--- src/rtl/slink_alloc_ctrl_pkg.sv ---
// Shared types and helpers for the channel-allocator reconfiguration controller.
package slink_alloc_ctrl_pkg;

  typedef enum logic [1:0] {
    RUN   = 2'd0,
    HALT  = 2'd1,
    CLEAR = 2'd2,
    APPLY = 2'd3
  } state_e;

  // Widest mask the popcount helper accepts; callers zero-extend into it.
  localparam int unsigned MaxWidth = 256;

  function automatic int unsigned popcount(input logic [MaxWidth-1:0] vec,
                                           input int unsigned         width);
    int unsigned n;
    n = 0;
    for (int unsigned i = 0; i < MaxWidth; i++) begin
      if (i < width && vec[i]) n++;
    end
    return n;
  endfunction

endpackage

--- src/rtl/slink_channel_alloc_ctrl.sv ---
// Sequences halt/drain/clear/apply for a channel-mask change on the spread/despread datapath.
// Optional perf counters are compiled in with `define SLINK_ALLOC_CTRL_PERF_EN.
module slink_channel_alloc_ctrl
  import slink_alloc_ctrl_pkg::*;
#(
  parameter int unsigned NumChannels  = 8,
  parameter int unsigned DrainTimeout = 256,
  parameter int unsigned CntWidth     = $clog2(DrainTimeout)
) (
  input  logic                           clk_i,
  input  logic                           rst_i,
  input  logic                           cfg_req_i,
  input  logic [NumChannels-1:0]         cfg_mask_i,
  output logic                           cfg_ack_o,
  output logic                           cfg_err_o,
  input  logic                           dp_busy_i,
  output logic                           dp_halt_o,
  output logic                           dp_clear_o,
  output logic [NumChannels-1:0]         active_mask_o,
  output logic [$clog2(NumChannels):0]   num_active_o,
  output logic                           drain_timeout_o
`ifdef SLINK_ALLOC_CTRL_PERF_EN
  ,
  output logic [31:0]                    perf_reconf_cnt_o,
  output logic [15:0]                    perf_timeout_cnt_o
`endif
);

  localparam int unsigned PopWidth = $clog2(NumChannels) + 1;

  state_e                 state;
  logic [NumChannels-1:0] pending_mask;
  logic [CntWidth-1:0]    drain_cnt;
  logic                   run_req;
  logic                   req_zero;
  logic                   req_same;
  logic                   forced_clear;

  // NOTE: every signal driven in always_comb gets a value on every path, so no latch is inferred.
  always_comb begin
    run_req      = (state == RUN) && cfg_req_i;
    req_zero     = (cfg_mask_i == '0);
    req_same     = (cfg_mask_i == active_mask_o);
    forced_clear = (state == HALT) && dp_busy_i &&
                   (drain_cnt == CntWidth'(DrainTimeout - 1));
  end

  // Zero and no-change requests are answered in the same RUN cycle; all else is decoded from state.
  assign cfg_ack_o  = (state == APPLY) || (run_req && (req_zero || req_same));
  assign cfg_err_o  = run_req && req_zero;
  assign dp_halt_o  = (state != RUN);
  assign dp_clear_o = (state == CLEAR);

  // NOTE: sequential state uses non-blocking assignments so every register samples pre-edge values.
  always_ff @(posedge clk_i) begin
    if (rst_i) begin
      state           <= RUN;
      pending_mask    <= '0;
      drain_cnt       <= '0;
      active_mask_o   <= '1;
      num_active_o    <= PopWidth'(NumChannels);
      drain_timeout_o <= 1'b0;
    end else begin
      unique case (state)
        RUN: begin
          if (run_req && !req_zero && !req_same) begin
            pending_mask    <= cfg_mask_i;
            drain_cnt       <= '0;
            drain_timeout_o <= 1'b0;
            state           <= HALT;
          end
        end
        HALT: begin
          drain_cnt <= drain_cnt + 1'b1;
          if (!dp_busy_i) begin
            state <= CLEAR;
          end else if (forced_clear) begin
            drain_timeout_o <= 1'b1;
            state           <= CLEAR;
          end
        end
        CLEAR: begin
          active_mask_o <= pending_mask;
          num_active_o  <= PopWidth'(popcount(MaxWidth'(pending_mask), NumChannels));
          state         <= APPLY;
        end
        APPLY: state <= RUN;
        default: state <= RUN;
      endcase
    end
  end

`ifdef SLINK_ALLOC_CTRL_PERF_EN
  // Saturating event counters; only reset clears them.
  always_ff @(posedge clk_i) begin
    if (rst_i) begin
      perf_reconf_cnt_o  <= '0;
      perf_timeout_cnt_o <= '0;
    end else begin
      if (state == APPLY && perf_reconf_cnt_o != '1)
        perf_reconf_cnt_o <= perf_reconf_cnt_o + 1'b1;
      if (forced_clear && perf_timeout_cnt_o != '1)
        perf_timeout_cnt_o <= perf_timeout_cnt_o + 1'b1;
    end
  end
`else
  // Performance counters not built.
`endif

endmodule

--- config.mk ---
export PLATFORM = sky130hd
export DESIGN_NAME = slink_channel_alloc_ctrl
export DESIGN_NICKNAME = d
export VERILOG_FILES = /design/src/rtl/slink_alloc_ctrl_pkg.sv /design/src/rtl/slink_channel_alloc_ctrl.sv
export SDC_FILE = /design/constraint.sdc
export NUM_CORES = 1
export LEC_CHECK = 0
export ABC_AREA = 1
export ABC_CLOCK_PERIOD_IN_PS = 9000
export BUFFER_PORTS_ARGS = -buffer_cell sky130_fd_sc_hd__clkbuf_2
export CAP_MARGIN = 20
export CELL_PAD_IN_SITES_DETAIL_PLACEMENT = 0
export CELL_PAD_IN_SITES_GLOBAL_PLACEMENT = 1
export CORE_ASPECT_RATIO = 2
export CORE_UTILIZATION = 44
export DETAILED_ROUTE_END_ITERATION = 10
export PLACE_DENSITY_LB_ADDON = 0.08
export SYNTH_ARGS = -nofsm -noshare
export SYNTH_HDL_FRONTEND = slang
export SYNTH_SLANG_ARGS = --single-unit
--- constraint.sdc ---
create_clock -name clk_i -period 9 [get_ports clk_i]
set_clock_uncertainty 0.05 [all_clocks]
set_input_delay 0.9 -clock clk_i [delete_from_list [all_inputs] [get_ports clk_i]]
set_output_delay 0.9 -clock clk_i [all_outputs]
set_load 0.005 [all_outputs]
Word-level counts from Yosys, hierarchy flattened:

Cells that the tools add are included.
Widths: inputs -> output; s select.

* register bits after elaboration: 31
* word-level logic and storage cells: 74

* $add $sub $neg: 8
* equal/unequal tests: 9
* mux-type cells: 32
* reductions and logical operators: 19

Operator list (number)
* $mux 4: 21
* $add 4x1->4 const B: 7
* $pmux 8 s2: 1
* $add 8x1->8 const B: 1
* $eq 8x8->1: 1
* $eq 8x8->1 const B: 1
* $logic_not 8->1: 1
* $mux 8: 1
* $pmux 2 s4: 1
* $logic_and 1x1->1: 7
* $mux 2: 3
* $reduce_and 2->1: 3
* $eq 2x2->1 const B: 2
* $mux 1: 4
* $ne 2x2->1 const B: 2
* $reduce_and 4->1: 1
* $reduce_bool 2->1: 2
* $ne 3x3->1 const B: 1
* $eq 2x1->1 const B: 1
* $logic_not 1->1: 2
* $logic_not 2->1: 1
* $logic_or 1x1->1: 2
* $ne 2x1->1 const B: 1
* $pmux 1 s2: 1

Depth between registers and ports, before layout:

Gate-level depths: netlist of run 1.

* word-level depth: 29
* gate-level depth with buffers: 23

Least setup slack after synthesis of run 1:

No wires, ideal clock.

* path kind: register to register
* start point: register pending_mask[0]
* end point: register num_active_o[1]
* setup time: 0.128 ns
* data arrival time: 2.752 ns
* required time: 8.822 ns
* setup slack: 6.069 ns
* cell stages (with the launch flop): 20
* path buffers: 0
* clock period less this slack: 2.931 ns
* cells stage by stage: dfxtp_1 -> inv_1 -> ha_1 -> nand2_2 -> inv_1 -> nor2_1 -> ha_1 -> or2_1 -> nand2_1 -> nand2_1 -> nand2_1 -> nand2_1 -> nand3_1 -> nand2_2 -> ha_1 -> nand2_1 -> nand2_2 -> ha_1 -> nand3_1 -> a31oi_1

* cells in the longest elaborated chain, start to end: 29

Ends and longest elaborated chain
* start: declaration: line slink_channel_alloc_ctrl.sv:32 `logic [NumChannels-1:0] pending_mask;`
* start signal: assignment: line slink_channel_alloc_ctrl.sv:67 `pending_mask <= cfg_mask_i;`
* $mux 1 *: line slink_alloc_ctrl_pkg.sv:19 `if (i < width && vec[i]) n++;`
* $mux 4 *: line slink_channel_alloc_ctrl.sv:64 `unique case (state)`
* $mux 4 *: line slink_channel_alloc_ctrl.sv:56 `if (rst_i) begin`
* $add 4x1->4: line slink_alloc_ctrl_pkg.sv:19
* $mux 4 *: line slink_alloc_ctrl_pkg.sv:19
* $mux 4 *: line slink_channel_alloc_ctrl.sv:64
* $mux 4 *: line slink_channel_alloc_ctrl.sv:56
* $add 4x1->4: line slink_alloc_ctrl_pkg.sv:19
* [... 13 more ...]
* $mux 4 *: line slink_channel_alloc_ctrl.sv:64
* $mux 4 *: line slink_channel_alloc_ctrl.sv:56
* $add 4x1->4: line slink_alloc_ctrl_pkg.sv:19
* $mux 4 *: line slink_alloc_ctrl_pkg.sv:19
* $mux 4 *: line slink_channel_alloc_ctrl.sv:64
* $mux 4 *: line slink_channel_alloc_ctrl.sv:56
* $add 4x1->4: line slink_alloc_ctrl_pkg.sv:19
* $mux 4 *: line slink_alloc_ctrl_pkg.sv:19
* end signal: assignment: line slink_channel_alloc_ctrl.sv:61 `num_active_o <= PopWidth'(NumChannels);`
* end signal: assignment: line slink_channel_alloc_ctrl.sv:84 `num_active_o <= PopWidth'(popcount(MaxWidth'(pending_mask), NumChannels));`
* end: declaration: line slink_channel_alloc_ctrl.sv:20 `output logic [$clog2(NumChannels):0] num_active_o,`

Mark *: on every way between the ends. The rest lies on a longest branch, timed or not. The select of a mux whose other input is x is not followed.
A chain may end at the register's enable or synchronous reset.

Final worst setup path of run 1:

Ends and elaborated chain as after synthesis.

==> impl_metrics.toml, run 1 <==
[hold_path]
min_from = "drain_timeout_o$_SDFFE_PP0P_"
min_path_type = "reg2reg"
hold_depth = 2
min_to = "drain_timeout_o$_SDFFE_PP0P_"

[logic_synthesis]
ys_warn_count = 0
ys.flop_type = "dfxtp_1"
synthArstFlopShare = 0
post_synth_instance_area_mm2 = 0.00208
synthTopCellsByArea = "dfxtp_1, nand2_1, ha_1"
yosysTopAreaCell = "dfxtp_1"
syn_area_per_cell_um2 = 7.01
synthCells = 296
post-synth-top-count-cell = "nand2_1"
synthTopCellsByCount = "nand2_1, nand3_1, dfxtp_1"
yosysUniqueCellTypes = 33
synth_enable_flop_cells = 0
synth_seq_cells = 31
synth_top_area_frac = 0.299
ys_seq_area_frac = 0.299
syn_nets = 322

[place]
hpwl_mm = 3.93
gp_congestion = 0.775
numPortBuffers = 28

[sta]
post-route-min-period_ns = 3.29
slew_headroom = 0.460
setup_viol = 0
post-route-period-util = 0.366
fmax_mhz = 304
rsz0062_at_grt = "false"
hold_viol_final = 0
slew_viol_final = 0
tightest_slew_ns = 0.807
finalSetupTns_ns = 0

[global_routing]
grt_usage = 0.210
grt_overflow = 0
antenna_found_initial = 0
grt_pass1_vias = 1822
grt_max_degree = 23
grt_pass1_wl_mm = 8.02

[floorplanning]
die_width_um = 50.6
initial_core_util = 0.456
die_height_um = 99.1
io_pins = 29
dieArea_mm2 = 0.00501
rows = 35
core_area_mm2 = 0.00455

[critical_path]
crit_fanout = 4
crit_path_start = "pending_mask[0]$_SDFFE_PP0P_"
cp.required_ns = 9.16
r2r-start = "pending_mask[0]$_SDFFE_PP0P_"
cp.arrival_ns = 3.45
path_class = "reg2reg"
reg2reg_slack_ns = 5.71
ff2ff_path_depth = 19
r2r_end = "num_active_o[1]$_SDFFE_PP0P_"
startpoint_type = "flop"
critPathCaptureType = "flop"

[pwr]
power_leakage_uw = 0.00115
p_per_area_mw_per_mm2 = 294
peakVddDrop_uv = 158
totalPowerFinal_uw = 692

[finish]
antennaDiodeCount = 0
area_growth_pct = 13.3
fin_nets = 348
final_util = 0.516
drive_above_1_share = 0.186

[route]
wl_per_cell_um = 12.9
dr.pass1.iters = 4
drt.antenna.violating_nets = 0
wl_mm = 4.86
vias = 1920
first_iter_violations = 46
drc = 0
viasPerCell = 5.08

[clock_tree]
cts_buffer_depth = 2
cts_setup_buffers = 0
cts-root-buf = "clkbuf_8"
cts_resized = 0
insertion_delay_ns = 0.28
holdBufCountCts = 0
cts.sinks = 31
cts_buffers = 5
htreeDepth = 2
clk_pin_slew_ns = 0.07
cts_tree = "built"

[outcome]
outcome = "complete, no violations"

[flow_run]
cap_violations = 0
worst max-delay path, stage by stage, from the launching register on:
cell     delay, ns
dfxtp_1       0.36
inv_1         0.10
ha_1          0.36
nand2_2       0.15
inv_1         0.05
nor2_1        0.16
ha_1          0.28
or2_1         0.23
nand2_1       0.14
nand2_1       0.09
nand2_1       0.08
nand2_1       0.05
nand3_1       0.09
nand2_2       0.07
ha_1          0.28
nand2_1       0.08
nand2_2       0.07
ha_1          0.27
nand3_1       0.07
a31oi_1       0.18
power breakdown:
part	total (µW)	switching, µW	internal [µW]
logic	342	218	124
registers	209	36.4	172
clock network	141	51.6	89.5
cell usage in the layout (no fill, tap or decap), types with 2 or more instances in the layout:
master / synthesis / final
nand2_1: 71 / 71
nand3_1: 32 / 32
dfxtp_1: 31 / 31
clkbuf_2: 0 / 28
inv_1: 27 / 27
a21oi_1: 20 / 20
nor2_1: 15 / 15
ha_1: 14 / 14
o21ai_0: 12 / 12
nand2_2: 10 / 10
o211ai_1: 10 / 10
xnor2_1: 8 / 8
clkbuf_8: 1 / 6
nand3_2: 5 / 5
nand4_1: 5 / 5
and3_1: 3 / 3
xor2_1: 3 / 3
nand3b_1: 3 / 3
inv_2: 2 / 2
nand2_4: 2 / 2
or2_1: 2 / 2
or2_2: 2 / 2
nor3_1: 2 / 2
layer usage:
metal / track usage / routed length [µm]
met5: 0 / 0
met4: 0.0769 / 55
met3: 0.0291 / 120
met2: 0.415 / 2750
met1: 0.210 / 1930
per-stage QoR:
step | setup WS [ns] | instances | cell area (µm²) | hold WS [ns]
6_report | 5.71 | 378 | 2350 | 0.418
5_1_grt | 5.43 | 378 | 2350 | 0.448
4_1_cts | 5.72 | 378 | 2350 | 0.421
3_5_place_dp | 5.76 | 370 | 2230 | 0.411
3_3_place_gp | 5.76 | 370 | 2230 | 0.402
2_1_floorplan | 6.07 | 296 | 2080 | 0.397
worst max path at each step:
| stage | endpoint | slack, ns | depth (start not counted) |
|---|---|---|---|
| finish | num_active_o[1]$_SDFFE_PP0P_ | 5.71 | 19 |
| global route | num_active_o[2]$_SDFFE_PP0P_ | 5.43 | 22 |
| CTS | num_active_o[1]$_SDFFE_PP0P_ | 5.72 | 19 |
| detailed placement | num_active_o[2]$_SDFFE_PP0P_ | 5.76 | 21 |
| global placement | num_active_o[1]$_SDFFE_PP0P_ | 5.76 | 19 |
| floorplan | num_active_o[1]$_SDFFE_PP0P_ | 6.07 | 19 |
cell families after synthesis:
family                   synth area share
AO/OA/AOI/OAI                       0.130
XOR/XNOR                           0.0464
adder cells (fa/ha/maj)            0.0844
buffers and inverters              0.0790
flip-flops                          0.299
AND/OR/NAND/NOR                     0.362
layout make-up:
| class | count | area, µm² |
|---|---|---|
| tap | 55 | 68.8 |
| fill | 499 | 2200 |
| clock buffer | 6 | 82.6 |
| clock inverter | 2 | 35.0 |
| multi-input combinational | 226 | 1290 |
| inverter | 30 | 113 |
| sequential | 31 | 621 |
| timing repair buffer | 28 | 140 |
sequential cells by signal, summed over array words and instances (netlist names):
signal,cells
drain_timeout_o,1
state,2
pending_mask,8
active_mask_o,8
num_active_o,4
drain_cnt,8
Power figures use the tool's default switching activity.
==> inputs of run 2 (changes only) <==
Settings changed: ABC_AREA 1 to 0, ABC_CLOCK_PERIOD_IN_PS 9000 to 3300, CORE_UTILIZATION 44 to 43.
Clock period 9 ns to 3.3 ns, I/O delays scaled along.
==> run 2 against run 1 <==
Against the previous run:
- the run now ends with setup timing left
- routed wire length is 8.2% higher
- final area is 19% higher
- first-iteration DRC count unchanged
- global-route usage grew 1.1 points
- via count down 2.4%
- worst hold slack got worse by 0.15 ns
- flip-flop and latch count is the same
- non-clock buffer count up 37
- critical path depth up 4
- critical path type unchanged
- critical endpoint is now num_active_o[2]$_SDFFE_PP0P_
==> impl_metrics.toml, run 2 <==
[route]
wl_per_cell_um = 14.7
viasPerCell = 5.23
drc = 0
wl_mm = 5.26
vias = 1873
dr.pass1.iters = 4
drt.antenna.violating_nets = 0
first_iter_violations = 46

[sta]
slew_viol_final = 0
setup_viol = 3
final.setup.worst_slack_ns = -0.351
tightest_slew_ns = 0.818
fmax_mhz = 274
rsz0062_at_grt = "true"
hold_viol_final = 0
slew_headroom = 0.455
post-route-min-period_ns = 3.65
post-route-period-util = 1.11
finalSetupTns_ns = -0.920

[clock_tree]
cts_buffers = 5
clk_pin_slew_ns = 0.06
insertion_delay_ns = 0.28
cts.sinks = 31
cts_tree = "built"
cts_buffer_depth = 2
htreeDepth = 2
holdBufCountCts = 0
cts-root-buf = "clkbuf_8"

[global_routing]
antenna_found_initial = 0
grt_max_degree = 26
grt_pass1_vias = 1855
grt_overflow = 0
grt_usage = 0.221
grt_pass1_wl_mm = 8.58

[place]
gp_congestion = 0.785
place_inst = 338
hpwl_mm = 4.01
numPortBuffers = 28
post-place-ws_ns = -0.478

[finish]
fin_nets = 328
regArea_um2 = 629
final_common_cell = "buf_4"
area_growth_pct = 31.1
layout_common_cells = "buf_4, nor2_1, dfxtp_1, clkbuf_2, xor2_1"
antennaDiodeCount = 0
multi_input_area_mm2 = 0.00156
fill_cells = 451
drive_above_1_share = 0.339
stdcell_count = 358
top_regs = "active_mask_o: 8 flops, drain_cnt: 8 flops, pending_mask: 8 flops"

[logic_synthesis]
yosys.area_share.xor_xnor = 0.120
ys.flop_type = "dfxtp_1"
ys_seq_area_frac = 0.291
ys_warn_count = 0
muxShareOfSynthArea = 0.0867
synth-compound-area-share = 0.149
synthArstFlopShare = 0
synth_fa_ha_area_frac = 0.0820
yosysUniqueCellTypes = 49
yosysTopAreaCell = "dfxtp_1"
synth_enable_flop_cells = 0
synthTopCellsByCount = "dfxtp_1, nor2_1, xor2_1"
synth_top_area_frac = 0.291
synthSimpleGateAreaFrac = 0.223
syn_nets = 269
synthTopCellsByArea = "dfxtp_1, ha_1, xor2_1"
syn_area_per_cell_um2 = 8.79
synthCells = 243
post_synth_instance_area_mm2 = 0.00214
synth_seq_cells = 31
synth_top_family_by_area = "simple AND/OR/NAND/NOR gates"

[hold_path]
hold_depth = 3
min_path_type = "in2reg"
min_from = "dp_busy_i"
min_to = "drain_timeout_o$_SDFFE_PP0P_"

[pwr]
peakVddDrop_uv = 583
power_leakage_uw = 0.00123
p_per_area_mw_per_mm2 = 756
totalPowerFinal_uw = 2120

[critical_path]
reg2reg_slack_ns = -0.35
cp.required_ns = 3.45
r2r-start = "pending_mask[1]$_SDFFE_PP0P_"
crit_fanout = 4
path_class = "reg2reg"
startpoint_type = "flop"
cp.arrival_ns = 3.80
r2r_end = "num_active_o[2]$_SDFFE_PP0P_"
ff2ff_path_depth = 23
critPathCaptureType = "flop"

[floorplanning]
initial_core_util = 0.443
die_width_um = 51.8
dieArea_mm2 = 0.00527
die_height_um = 102
rows = 36
core_area_mm2 = 0.00482
io_pins = 29

[outcome]
outcome = "finished with violations"
violations = "setup timing"

[flow_run]
cap_violations = 0
==> run 2: changes by cell type after synthesis, moves of 11 or more <==
cell	delta
inv_1	-16
nand3_1	-28
a21oi_1	-15
xor2_1	+17
nor2_1	+16
mux2i_1	+14
nand2_1	-57
o21ai_0	-11
==> run 2: cell type report <==
class	count	area share
multi-input cells	187	0.555
inverters	12	0.0179
flip-flops and latches	31	0.225
clock buffers	6	0.0259
well taps	57	0.0255
repair buffers	65	0.151
==> run 2: power by group <==
| group | total (µW) | internal, µW | switching (µW) | leakage, µW |
|---|---|---|---|---|
| logic | 1270 | 663 | 610 | 0.000933 |
| registers | 570 | 469 | 102 | 0.000255 |
| clock network | 273 | 140 | 133 | 0.0000371 |
| total | 2120 | 1270 | 845 | 0.00123 |
==> run 2: metal layers <==
metal | vias up | wire [µm] | track usage
met5 | - | 0 | 0
met4 | 0 | 124 | 0.0956
met3 | 9 | 100 | 0.0330
met2 | 27 | 3030 | 0.428
met1 | 874 | 2000 | 0.219
li1 | 963 | - | -
==> run 2: kinds of logic after synthesis <==
logic type      Yosys count
compound gates           40
fa+ha+maj                14
simple gates             91
mux                      16
buf+inv                  25
flops                    31
xor+xnor                 26
==> run 2: how the worst max path moves through the flow <==
stage                                            start                      endpoint  slack (ns)  cells past startpoint
after global routing      pending_mask[0]$_SDFFE_PP0P_  num_active_o[2]$_SDFFE_PP0P_       -0.51                     23
after floorplan           pending_mask[1]$_SDFFE_PP0P_  num_active_o[2]$_SDFFE_PP0P_       -0.26                     20
after detailed placement  pending_mask[0]$_SDFFE_PP0P_  num_active_o[2]$_SDFFE_PP0P_       -0.48                     19
after CTS                 pending_mask[1]$_SDFFE_PP0P_  num_active_o[2]$_SDFFE_PP0P_       -0.35                     19
final                     pending_mask[1]$_SDFFE_PP0P_  num_active_o[2]$_SDFFE_PP0P_       -0.35                     23
after global placement    pending_mask[0]$_SDFFE_PP0P_  num_active_o[2]$_SDFFE_PP0P_       -0.38                     19
==> run 2: critical path, cell delays in order (launching register included) <==
cell and delay (ns):
dfxtp_4 0.37, inv_4 0.05, ha_4 0.16, mux2i_4 0.18
mux2i_4 0.29, buf_6 0.12, buf_4 0.09, buf_4 0.10
buf_4 0.09, buf_4 0.09, buf_4 0.09, buf_4 0.09
nor3_2 0.03, buf_4 0.14, nor3_4 0.17, a21oi_2 0.04
ha_1 0.29, and2b_2 0.20, a221o_1 0.30, inv_2 0.09
ha_4 0.12, nand2_2 0.05, xor2_1 0.14, a211oi_1 0.21
==> run 2: per-stage QoR <==
stage | cell area, µm² | utilization | hold WS (ns)
CTS | 2690 | 0.558 | 0.263
global route | 2800 | 0.581 | 0.279
floorplan | 2200 | - | 0.411
global placement | 2520 | 0.523 | 0.419
detailed placement | 2520 | 0.523 | 0.419
finish | 2800 | 0.581 | 0.272
==> run 2: repair_timing <==
action,4_1_cts,5_1_grt
setup endpoints to repair,3,3
pin swaps,6,11
resized for setup,7,16
buffers inserted,10,4
==> inputs of run 3 (changes only) <==
Settings changed: REMOVE_ABC_BUFFERS set to 1.
==> run 3 against run 2 <==
Against the previous run:
- the run still ends with setup timing left
- cell count down 0.56%
- final area is 2.0% lower
- first-iteration DRC count decreased by 33%
- clock power up 21%
- combinational power decreased by 5%
- register-to-register slack improved by 0.03 ns
- flip-flop and latch count stayed put
- die area is the same
- worst hold slack worse by 0.015 ns
- worst setup slack better by 0.032 ns
- fmax is 0.90% higher
- critical path type unchanged
==> impl_metrics.toml, run 3 (synthesis gave the netlist of run 2 again) <==
[clock_tree]
cts-root-buf = "clkbuf_8"
cts_tree = "built"
htreeDepth = 2
clk_pin_slew_ns = 0.07
holdBufCountCts = 0
cts_buffer_depth = 2
cts.sinks = 31
insertion_delay_ns = 0.28
cts_buffers = 5

[sta]
slew_viol_final = 0
rsz0062_at_grt = "true"
tightest_slew_ns = 0.659
setup_viol = 3
final.setup.worst_slack_ns = -0.319
hold_ws_ns = 0.257
fmax_mhz = 276
post-route-min-period_ns = 3.62
post-route-period-util = 1.10
finalSetupTns_ns = -0.887
hold_viol_final = 0
slew_headroom = 0.561

[pwr]
clkPwrFrac = 0.157
seq_power_share = 0.270
sw_frac_of_total = 0.396
p_comb_frac = 0.573
power_leakage_uw = 0.00121
peakVddDrop_uv = 511
p_sw_uw = 836
totalPowerFinal_uw = 2110
power.internal_uw = 1280
p_per_area_mw_per_mm2 = 769

[route]
drt.antenna.violating_nets = 0
wl_per_cell_um = 15.0
wl_mm = 5.33
vias = 1863
dr.pass1.iters = 4
first_iter_violations = 31
viasPerCell = 5.23
drc = 0

[place]
dpl_cell_area_mm2 = 0.00250
numPortBuffers = 28
gp_congestion = 0.764
hpwl_mm = 4.16

[floorplanning]
rows = 36
dieArea_mm2 = 0.00527
initial_core_util = 0.443
die_height_um = 102
io_pins = 29
core_area_mm2 = 0.00482
die_width_um = 51.8

[critical_path]
slowest_delay_ns = 0.36
critPathCaptureType = "flop"
cp.required_ns = 3.45
r2r-start = "pending_mask[1]$_SDFFE_PP0P_"
path_cells = "inv_2 > ha_4 > buf_6 > nand2_2 > mux2i_1 > nor2_1 > ha_1 > nor2b_2 > or3_1 > o22ai_2 > or2_1 > a21oi_2 > ha_1 > and2b_2 > a221o_1 > inv_2 > ha_4 > nand2_1 > xor2_1 > a211oi_2"
crit_fanout = 5
critical-path-top-delay-family = "adder cells"
path_class = "reg2reg"
r2r_end = "num_active_o[2]$_SDFFE_PP0P_"
path_buf_inv = 3
cp.arrival_ns = 3.77
cp_slowest_cell = "dfxtp_2"
startpoint_type = "flop"
reg2reg_slack_ns = -0.32
ff2ff_path_depth = 20
cp.depth = 20
crit_path_start = "pending_mask[1]$_SDFFE_PP0P_"

[outcome]
violations = "setup timing"
outcome = "finished with violations"

[finish]
layout_common_cells = "nor2_1, buf_4, dfxtp_1"
final_util = 0.570
fin_nets = 324
drive_above_1_share = 0.321
antennaDiodeCount = 0
final_common_cell = "nor2_1"
top_regs = "active_mask_o: 8 flops, drain_cnt: 8 flops, pending_mask: 8 flops"
multi_input_area_mm2 = 0.00151
final_area_mm2 = 0.00275
area_growth_pct = 28.5
fill_cells = 460
regArea_um2 = 623

[hold_path]
min_from = "dp_busy_i"
min_path_type = "in2reg"
min_to = "drain_timeout_o$_SDFFE_PP0P_"
hold_depth = 3

[global_routing]
grt_pass1_wl_mm = 8.50
grt_pass1_vias = 1800
grt_usage = 0.219
grt_overflow = 0
grt_max_degree = 26
antenna_found_initial = 0

[flow_run]
cap_violations = 0
-- run 3: worst reg2reg max path: stages, from the launching register on --
cell and delay, ns:
dfxtp_2 0.36, inv_2 0.06, ha_4 0.31, buf_6 0.11
nand2_2 0.04, mux2i_1 0.20, nor2_1 0.07, ha_1 0.29
nor2b_2 0.05, or3_1 0.32, o22ai_2 0.11, or2_1 0.15
a21oi_2 0.06, ha_1 0.27, and2b_2 0.20, a221o_1 0.29
inv_2 0.09, ha_4 0.12, nand2_1 0.05, xor2_1 0.16
a211oi_2 0.17
-- run 3: per-layer routing --
layer,up-vias,GRT usage,part of all wire
li1,951,-,-
met1,881,0.227,0.38
met2,24,0.430,0.59
met3,7,0.0255,0.020
met4,0,0.0686,0.014
met5,-,0,0
-- run 3: how the worst max path moves through the flow --
stage | slack (ns) | end
6_report | -0.32 | num_active_o[2]$_SDFFE_PP0P_
5_1_grt | -0.48 | num_active_o[2]$_SDFFE_PP0P_
4_1_cts | -0.33 | num_active_o[2]$_SDFFE_PP0P_
3_5_place_dp | -0.57 | num_active_o[2]$_SDFFE_PP0P_
3_3_place_gp | -0.44 | num_active_o[2]$_SDFFE_PP0P_
2_1_floorplan | -0.64 | num_active_o[2]$_SDFFE_PP0P_
-- run 3: through the flow --
step,cells,setup WS [ns]
global placement,343,-0.435
global route,356,-0.480
floorplan,230,-0.642
finish,356,-0.319
CTS,353,-0.334
detailed placement,343,-0.572
-- run 3: repair_timing --
| item | in CTS | in global routing |
|---|---|---|
| endpoints found under the setup margin | 3 | 3 |
| setup buffers | 2 | 3 |
| pin swaps | 7 | 4 |
| gates resized for setup | 19 | 6 |
-- run 3: power by group through the flow --
stage                     combinational [µW]  clock [µW]  sequential (µW)
after floorplan                          638           0              567
after global placement                  1050           0              573
after detailed placement                1050           0              572
after CTS                               1120         342              569
after global routing                    1330         355              583
final                                   1210         331              570
-- run 3: final cells by class --
| type | instances | share of cell area |
|---|---|---|
| tap | 57 | 0.0260 |
| multi-input combinational | 187 | 0.549 |
| inverter | 12 | 0.0164 |
| clock buffer | 8 | 0.0365 |
| sequential | 31 | 0.227 |
| timing repair buffer | 61 | 0.145 |
